### src/rtl/rc5_round_engine.sv
// Iterative RC5-w/r/b round engine: one round per clock, per-transaction
// direction and round count, valid/ready handshakes on both sides.
module rc5_round_engine #(
    parameter int unsigned W     = 16,
    parameter int unsigned R_MAX = 16,
    parameter int unsigned RW    = 5
) (
    input  logic                     clk,
    input  logic                     rst_n,
    input  logic [2*W*(R_MAX+1)-1:0] subkeys,
    input  logic                     in_valid,
    output logic                     in_ready,
    input  logic                     in_decrypt,
    input  logic [RW-1:0]            in_rounds,
    input  logic [2*W-1:0]           in_data,
    output logic                     out_valid,
    input  logic                     out_ready,
    output logic [2*W-1:0]           out_data,
    output logic                     out_err
);

    localparam int unsigned LW = $clog2(W);
    localparam int unsigned NS = 2 * (R_MAX + 1);
    localparam int unsigned SW = $clog2(NS);
    localparam logic [RW-1:0] RMaxW = RW'(R_MAX);

    typedef enum logic [1:0] {StIdle, StRound, StPost, StDone} state_e;

    state_e         r_state, w_state_nxt;
    logic [W-1:0]   r_a, r_b;
    logic [RW-1:0]  r_cnt, r_nrounds;
    logic           r_mode;
    logic [2*W-1:0] r_out_data;
    logic           r_out_err;

    logic [W-1:0]   w_s [NS];
    logic [SW-1:0]  w_ie, w_io;
    logic [W-1:0]   w_enc_a, w_enc_b, w_dec_a, w_dec_b;
    logic           w_accept, w_too_big, w_last;

    function automatic logic [W-1:0] rotl(input logic [W-1:0] x, input logic [LW-1:0] s);
        logic [2*W-1:0] t;
        t = {x, x} << s;
        return t[2*W-1:W];
    endfunction

    function automatic logic [W-1:0] rotr(input logic [W-1:0] x, input logic [LW-1:0] s);
        logic [2*W-1:0] t;
        t = {x, x} >> s;
        return t[W-1:0];
    endfunction

    for (genvar g = 0; g < NS; g++) begin : g_sk
        assign w_s[g] = subkeys[g*W +: W];
    end

    // Subkey pair for the current round: S[2i], S[2i+1]
    assign w_ie = SW'({r_cnt, 1'b0});
    assign w_io = SW'({r_cnt, 1'b1});

    assign w_accept  = in_valid && in_ready;
    assign w_too_big = in_rounds > RMaxW;
    // Encrypt counts up to N, decrypt counts down to 1
    assign w_last    = r_mode ? (r_cnt == RW'(1)) : (r_cnt == r_nrounds);

    // One RC5 round in each direction
    always_comb begin
        w_enc_a = rotl(r_a ^ r_b, r_b[LW-1:0]) + w_s[w_ie];
        w_enc_b = rotl(r_b ^ w_enc_a, w_enc_a[LW-1:0]) + w_s[w_io];
        w_dec_b = rotr(r_b - w_s[w_io], r_a[LW-1:0]) ^ r_a;
        w_dec_a = rotr(r_a - w_s[w_ie], w_dec_b[LW-1:0]) ^ w_dec_b;
    end

    // State register
    always_ff @(posedge clk or negedge rst_n) begin
        if (!rst_n) begin
            r_state <= StIdle;
        end else begin
            r_state <= w_state_nxt;
        end
    end

    // Next-state logic
    always_comb begin
        w_state_nxt = r_state;
        case (r_state)
            StIdle: begin
                if (w_accept) begin
                    if (w_too_big)                w_state_nxt = StDone;
                    else if (in_rounds == '0)     w_state_nxt = StPost;
                    else                          w_state_nxt = StRound;
                end
            end
            StRound: if (w_last)    w_state_nxt = StPost;
            StPost:                 w_state_nxt = StDone;
            StDone:  if (out_ready) w_state_nxt = StIdle;
            default:                w_state_nxt = StIdle;
        endcase
    end

    // Handshake outputs; in_ready is held low while reset is asserted
    always_comb begin
        in_ready  = rst_n && (r_state == StIdle);
        out_valid = (r_state == StDone);
        out_data  = r_out_data;
        out_err   = r_out_err;
    end

    // Datapath registers: load/whiten on accept, round, unwhiten and publish
    always_ff @(posedge clk or negedge rst_n) begin
        if (!rst_n) begin
            r_a        <= '0;
            r_b        <= '0;
            r_cnt      <= '0;
            r_nrounds  <= '0;
            r_mode     <= 1'b0;
            r_out_data <= '0;
            r_out_err  <= 1'b0;
        end else begin
            case (r_state)
                StIdle: begin
                    if (w_accept) begin
                        r_mode    <= in_decrypt;
                        r_nrounds <= in_rounds;
                        if (w_too_big) begin
                            r_out_data <= in_data;
                            r_out_err  <= 1'b1;
                        end else if (in_decrypt) begin
                            r_a   <= in_data[W-1:0];
                            r_b   <= in_data[2*W-1:W];
                            r_cnt <= in_rounds;
                        end else begin
                            r_a   <= in_data[W-1:0] + w_s[0];
                            r_b   <= in_data[2*W-1:W] + w_s[1];
                            r_cnt <= RW'(1);
                        end
                    end
                end
                StRound: begin
                    if (r_mode) begin
                        r_a <= w_dec_a;
                        r_b <= w_dec_b;
                        // Hold cnt on the last round so it never leaves 1..R_MAX
                        if (!w_last) r_cnt <= r_cnt - RW'(1);
                    end else begin
                        r_a <= w_enc_a;
                        r_b <= w_enc_b;
                        if (!w_last) r_cnt <= r_cnt + RW'(1);
                    end
                end
                StPost: begin
                    r_out_data <= r_mode ? {r_b - w_s[1], r_a - w_s[0]} : {r_b, r_a};
                    r_out_err  <= 1'b0;
                end
                default: ;
            endcase
        end
    end

endmodule

### config.mk
export PLATFORM = sky130hd
export DESIGN_NAME = rc5_round_engine
export DESIGN_NICKNAME = d
export VERILOG_FILES = /design/src/rtl/rc5_round_engine.sv
export SDC_FILE = /design/constraint.sdc
export NUM_CORES = 1
export LEC_CHECK = 0
export CELL_PAD_IN_SITES_DETAIL_PLACEMENT = 2
export CELL_PAD_IN_SITES_GLOBAL_PLACEMENT = 2
export CORE_MARGIN = 2
export CORE_UTILIZATION = 27
export CTS_CLUSTER_DIAMETER = 40
export DETAILED_ROUTE_END_ITERATION = 6
export PLACE_DENSITY = 0.89
export SETUP_SLACK_MARGIN = 0.4
export SYNTH_ARGS = -nofsm -noshare
export SYNTH_HDL_FRONTEND = slang
export SYNTH_SLANG_ARGS = --single-unit
### constraint.sdc
create_clock -name clk -period 10.5 [get_ports clk]
set_input_delay 1.05 -clock clk [delete_from_list [all_inputs] [get_ports clk]]
set_output_delay 1.05 -clock clk [all_outputs]
set_load 0.02 [all_outputs]
# Word-level counts from Yosys, hierarchy flattened
# Cells that the tools add are included.
# classes
eq_ne	11
addsub	10
n_lt_le_gt_ge	3
bitwise_logic	6
n_reduce_logical	11
muxes	37
n_shift	4
# ops
op	n
16-bit binary-select mux with 6-bit select	2
16-bit 2-to-1 mux	12
32-bit 2-to-1 mux	3
16-bit adder	4
16-bit one-hot mux with 2 select lines	2
32-bit one-hot mux with 2 select lines	1
32-bit by 4-bit << shifter with 32-bit output	2
32-bit by 4-bit >> shifter with 16-bit output	2
16-bit subtractor	4
16-bit XOR	4
5-bit 2-to-1 mux	6
7-bit >= comparator, second input constant	2
6-bit inverter with 7-bit output	2
2-bit 2-to-1 mux	5
2-bit != test, second input constant	5
5-bit one-hot mux with 2 select lines	1
3-bit AND reduction	3
2-bit one-hot mux with 4 select lines	1
5-bit by 1-bit adder with 5-bit output, second input constant	1
5-bit by 1-bit == test with 1-bit output, second input constant	1
5-bit == test	1
5-bit greater-than comparator, second input constant	1
5-bit logical NOT	1
5-bit by 1-bit subtractor with 5-bit output, second input constant	1
10 further kinds	15
# totals
out_inout_bits	35
in_bits	586
reg_bits	78
wordCells	90

# Logic depth before layout (Yosys ltp)
# logic_depth
depth_word	11
depth_mapped	38
depth_no_buf	35

# Worst setup path after synthesis
# No wires, ideal clock.
# synth_timing
path_kind	register to register
start	register r_cnt[0]
end	register r_b[14]
setup_time_ns	0.132
required_ns	10.368
n_path_buf	3
t_arrival_ns	7.814
path_stages_with_launch	38
setup_slack_ns	2.554
cell_sequence	dfrtp_1 > buf_2 > buf_1 > buf_1 > mux4_2 > nand2_1 > nand2_1 > a21oi_1 > o21a_1 > inv_1 > ha_1 > a21o_1 > a21oi_1 > o21bai_1 > a2111o_1 > nand4_1 > nand2_1 > o21ai_0 > [2 not listed] > mux2i_1 > mux2i_1 > mux2i_1 > ha_1 > fa_1 > a21o_1 > a21oi_1 > o21ai_0 > a21o_1 > a21o_1 > a21oi_1 > o21ai_0 > nor3_1 > o21bai_1 > a21oi_1 > xnor2_1 > a221oi_1 > a21oi_1
# synth_between
elab_chain_len	10
# synth_rtl
element	line	rtl
start, declared	31	logic [RW-1:0] r_cnt, r_nrounds;
start signal, assigned	131	r_cnt <= in_rounds;
start signal, assigned	144	if (!w_last) r_cnt <= r_cnt - RW'(1);
start signal, assigned	148	if (!w_last) r_cnt <= r_cnt + RW'(1);
6-bit inverter with 7-bit output (not written as such)	68	w_enc_a = rotl(r_a ^ r_b, r_b[LW-1:0]) + w_s[w_ie];
16-bit binary-select mux with 6-bit select	68	
16-bit 2-to-1 mux (not written as such) (2 in a row)	68	
16-bit adder	68	
16-bit XOR	69	w_enc_b = rotl(r_b ^ w_enc_a, w_enc_a[LW-1:0]) + w_s[w_io];
32-bit by 4-bit << shifter with 32-bit output	43	t = {x, x} << s;
16-bit adder	69	
16-bit 2-to-1 mux (*)	140	if (r_mode) begin
16-bit one-hot mux with 2 select lines (*)	120	case (r_state)
end signal, assigned	130	r_b <= in_data[2*W-1:W];
end signal, assigned	142	r_b <= w_dec_b;
end signal, assigned	147	r_b <= w_enc_b;
end, declared	30	logic [W-1:0] r_a, r_b;
# Every way passes the cells marked *; elsewhere a longest branch is shown, timed or not. The select of a mux whose other input is x is not followed.
# A chain may end at the register's enable or synchronous reset.

# Final worst setup path
# Same ends and word-level chain as after synthesis.

==> run metrics <==
GPL Wtd Cong 1.06; R2R Path Start r_cnt[0]$_DFFE_PN0P_; global-route wire length before repair 182000 microns; final std cell area, no fill 26000 sq um; Worst setup SP type flop; commonest non-fill, non-tap cell in the layout sky130_fd_sc_hd__clkdlybuf4s50_1; flip-flop and latch count after synthesis 78; shortest clock period the worst path allows after layout 9190 ps; number of enable flip-flop cells after synthesis 0; number of antenna violations at the first check in global routing 33; Setup Viol. Count Final 0; mean area per synthesized cell 8.06 sq um; number of instances in the placed design 3698; number of optimization iterations in the first detailed-route pass 5; input/output buffers 620; post-synthesis cell count 2308; share of post-route cells with drive strength above 1 9.92%; unrepaired setup endpoints after global routing no; clk slew on worst S/H paths 70 ps; Vias per Instance 6.11; total core area 68300 sq um; data arrival time of the critical path 9430 ps; critical path data required time 10740 ps; post-route ant nets 0; combined area of all synthesized cells 18600 sq um; H-tree Lvls 3; setup slack of the worst register-to-register path 1310 ps; buffers and inverters on the worst path 2; end of the worst register-to-register path r_b[14]$_DFFE_PN0P_; tightest hold margin 492 ps; max-slew violation count 0; horizontal die dimension 266 microns; Gates resized, CTS repair 0; worst-margin pin slew 1290 ps; Sequential cell area 1960 sq um; cell with the biggest individual delay on the critical path sky130_fd_sc_hd__dfrtp_4; FILL cells 7559; hold-critical path depth 2; Slowest Stage Delay on Critical Path 900 ps; initial standard-cell utilization of the core 27.2%; number of clock buffers inserted by TritonCTS 9; number of synthesis warnings 0; run status finished, final reports clean; family with the most delay on the worst path compound AO/OA/AOI/OAI gates; total cell area at the placement stage 25600 sq um; # Post-CTS Setup Buffers 0; number of distinct library cells after synthesis 89; number of violations of the max-capacitance limit 0; total routing resource utilization after global routing 36.0%; syn_nets 3033; Most used DFF post-synth sky130_fd_sc_hd__dfrtp_1; Setup TNS 0 ps; commonest non-fill, non-tap cells in the layout sky130_fd_sc_hd__clkdlybuf4s50_1 (618), sky130_fd_sc_hd__nand2_1 (359), sky130_fd_sc_hd__a21oi_1 (183), sky130_fd_sc_hd__o21ai_0 (160), sky130_fd_sc_hd__mux4_2 (145); wire length per cell after detailed routing 35.1 microns; clock tree from TritonCTS done; register area share after synthesis 10.5%; Area Overhead vs Synth 39.8%; Finished Layout Cells 3730; Register-to-Register Path Depth 34; worst-case clock skew 14.6 ps; area of combinational cells with multiple inputs 15600 sq um; maximum clock frequency 109 MHz; number of DRC markers in iteration 0 2189; ports placed on the boundary 621; root buffer cell sky130_fd_sc_hd__clkbuf_16; floorplan row count 96; number of nets in the layout 3552; TritonCTS Sinks 78; relative max-transition margin 13.2%; worst min-delay path class flop to flop; number of global-route vias before repair 24600; routed wire length 131000 microns; pin count of the biggest net entering global routing 70; Critical Path Most Common Cell sky130_fd_sc_hd__a21oi_1; Endpoint, Worst Hold out_data[28]$_DFFE_PN0P_; DIE AREA 71000 sq um; kind of capture point of the worst setup path flop; vias 22800; clk buf depth 2; count of final hold-check violations 0; total half-perimeter wirelength after legalization and detailed placement 112000 microns; residual overflow from global routing 0; share of flip-flops with an asynchronous set or reset after synthesis 100%; Chip Height 266 microns; clock latency at the later pin of the worst-skew pair 380 ps; remaining design rule violation count 0; type of the setup path with the least slack flop to flop; maximum net fanout on the critical path 33; worst hold start out_data[28]$_DFFE_PN0P_; hold-fix buffers at CTS 0; final worst path period share 87.5%
==> synthesized netlist by cell type, types with 44 or more instances <==
library cell / instances / share of area (%)
sky130_fd_sc_hd__mux4_2: 145 / 18
sky130_fd_sc_hd__nor3_1: 44 / 1.2
sky130_fd_sc_hd__inv_1: 124 / 2.5
sky130_fd_sc_hd__xor2_1: 48 / 2.3
sky130_fd_sc_hd__o21a_1: 44 / 1.8
sky130_fd_sc_hd__dfrtp_1: 78 / 10
sky130_fd_sc_hd__o21ai_0: 160 / 4.3
sky130_fd_sc_hd__xnor2_1: 82 / 3.9
sky130_fd_sc_hd__mux2i_1: 145 / 7.8
sky130_fd_sc_hd__ha_1: 131 / 8.8
sky130_fd_sc_hd__clkbuf_1: 110 / 2.2
sky130_fd_sc_hd__nor2_1: 135 / 2.7
sky130_fd_sc_hd__a21oi_1: 184 / 5.0
sky130_fd_sc_hd__nand2_1: 359 / 7.2
==> worst max-delay path by stage <==
stage | slack, ps | to | from | cells past startpoint
final | 1310 | r_b[14]$_DFFE_PN0P_ | r_cnt[0]$_DFFE_PN0P_ | 34
after global routing | 540 | r_b[14]$_DFFE_PN0P_ | r_cnt[0]$_DFFE_PN0P_ | 34
after CTS | 1310 | r_b[14]$_DFFE_PN0P_ | r_cnt[0]$_DFFE_PN0P_ | 34
after detailed placement | 1110 | r_b[14]$_DFFE_PN0P_ | subkeys[352] | 32
after global placement | 1320 | r_b[14]$_DFFE_PN0P_ | subkeys[353] | 35
after floorplan | 2550 | r_b[14]$_DFFE_PN0P_ | r_cnt[0]$_DFFE_PN0P_ | 37
==> state kept, by name, summed over array words and instances, names as in the netlist <==
signal and cells:
out_err 1, out_data 32, r_cnt 5, r_mode 1
r_nrounds 5, r_state 2, r_b 16, r_a 16
==> layer usage <==
layer | wire (microns) | part of all wire, % | GRT usage [%]
met1 | 51000 | 39 | 43.4
met2 | 60200 | 46 | 57.8
met3 | 11900 | 9.1 | 10.0
met4 | 7770 | 5.9 | 19.5
met5 | 52 | 0.040 | 0
==> cells by family after synthesis <==
kind of cell,synth area share [%]
and+or+nand+nor,16.2
AOI/OAI and AO/OA,22.4
muxes,28.2
buffers and inverters,6.08
adders and majority gates,9.68
xor gates and xnor gates,6.88
DFF,10.5
==> worst reg2reg max path: cells and delay by family (launching register included) <==
family	cells	cell delay [ps]
AOI/OAI and AO/OA	17	3920
adders and majority gates	3	1070
muxes	5	1280
and+or+nand+nor	5	630
xor gates and xnor gates	2	550
buffers and inverters	2	710
DFF	1	900
==> area by class of cell <==
| type | count | area share, % |
|---|---|---|
| repair buffers | 665 | 25.2 |
| inverters | 130 | 1.88 |
| flip-flops and latches | 78 | 7.56 |
| well taps | 882 | 4.25 |
| multi-input cells | 1943 | 59.9 |
| diodes | 16 | 0.154 |
| clock inverters | 6 | 0.270 |
| clock buffers | 10 | 0.881 |
==> per-stage QoR <==
step	util, %	setup slack (ps)
after CTS	38.0	1310
final	38.0	1310
after floorplan	-	2550
after global placement	37.5	1320
after global routing	38.0	545
after detailed placement	37.5	1110
Power is left out: the tool's default activity adds up to more than one toggle a clock period on the data nets, which glitch-free logic cannot reach.
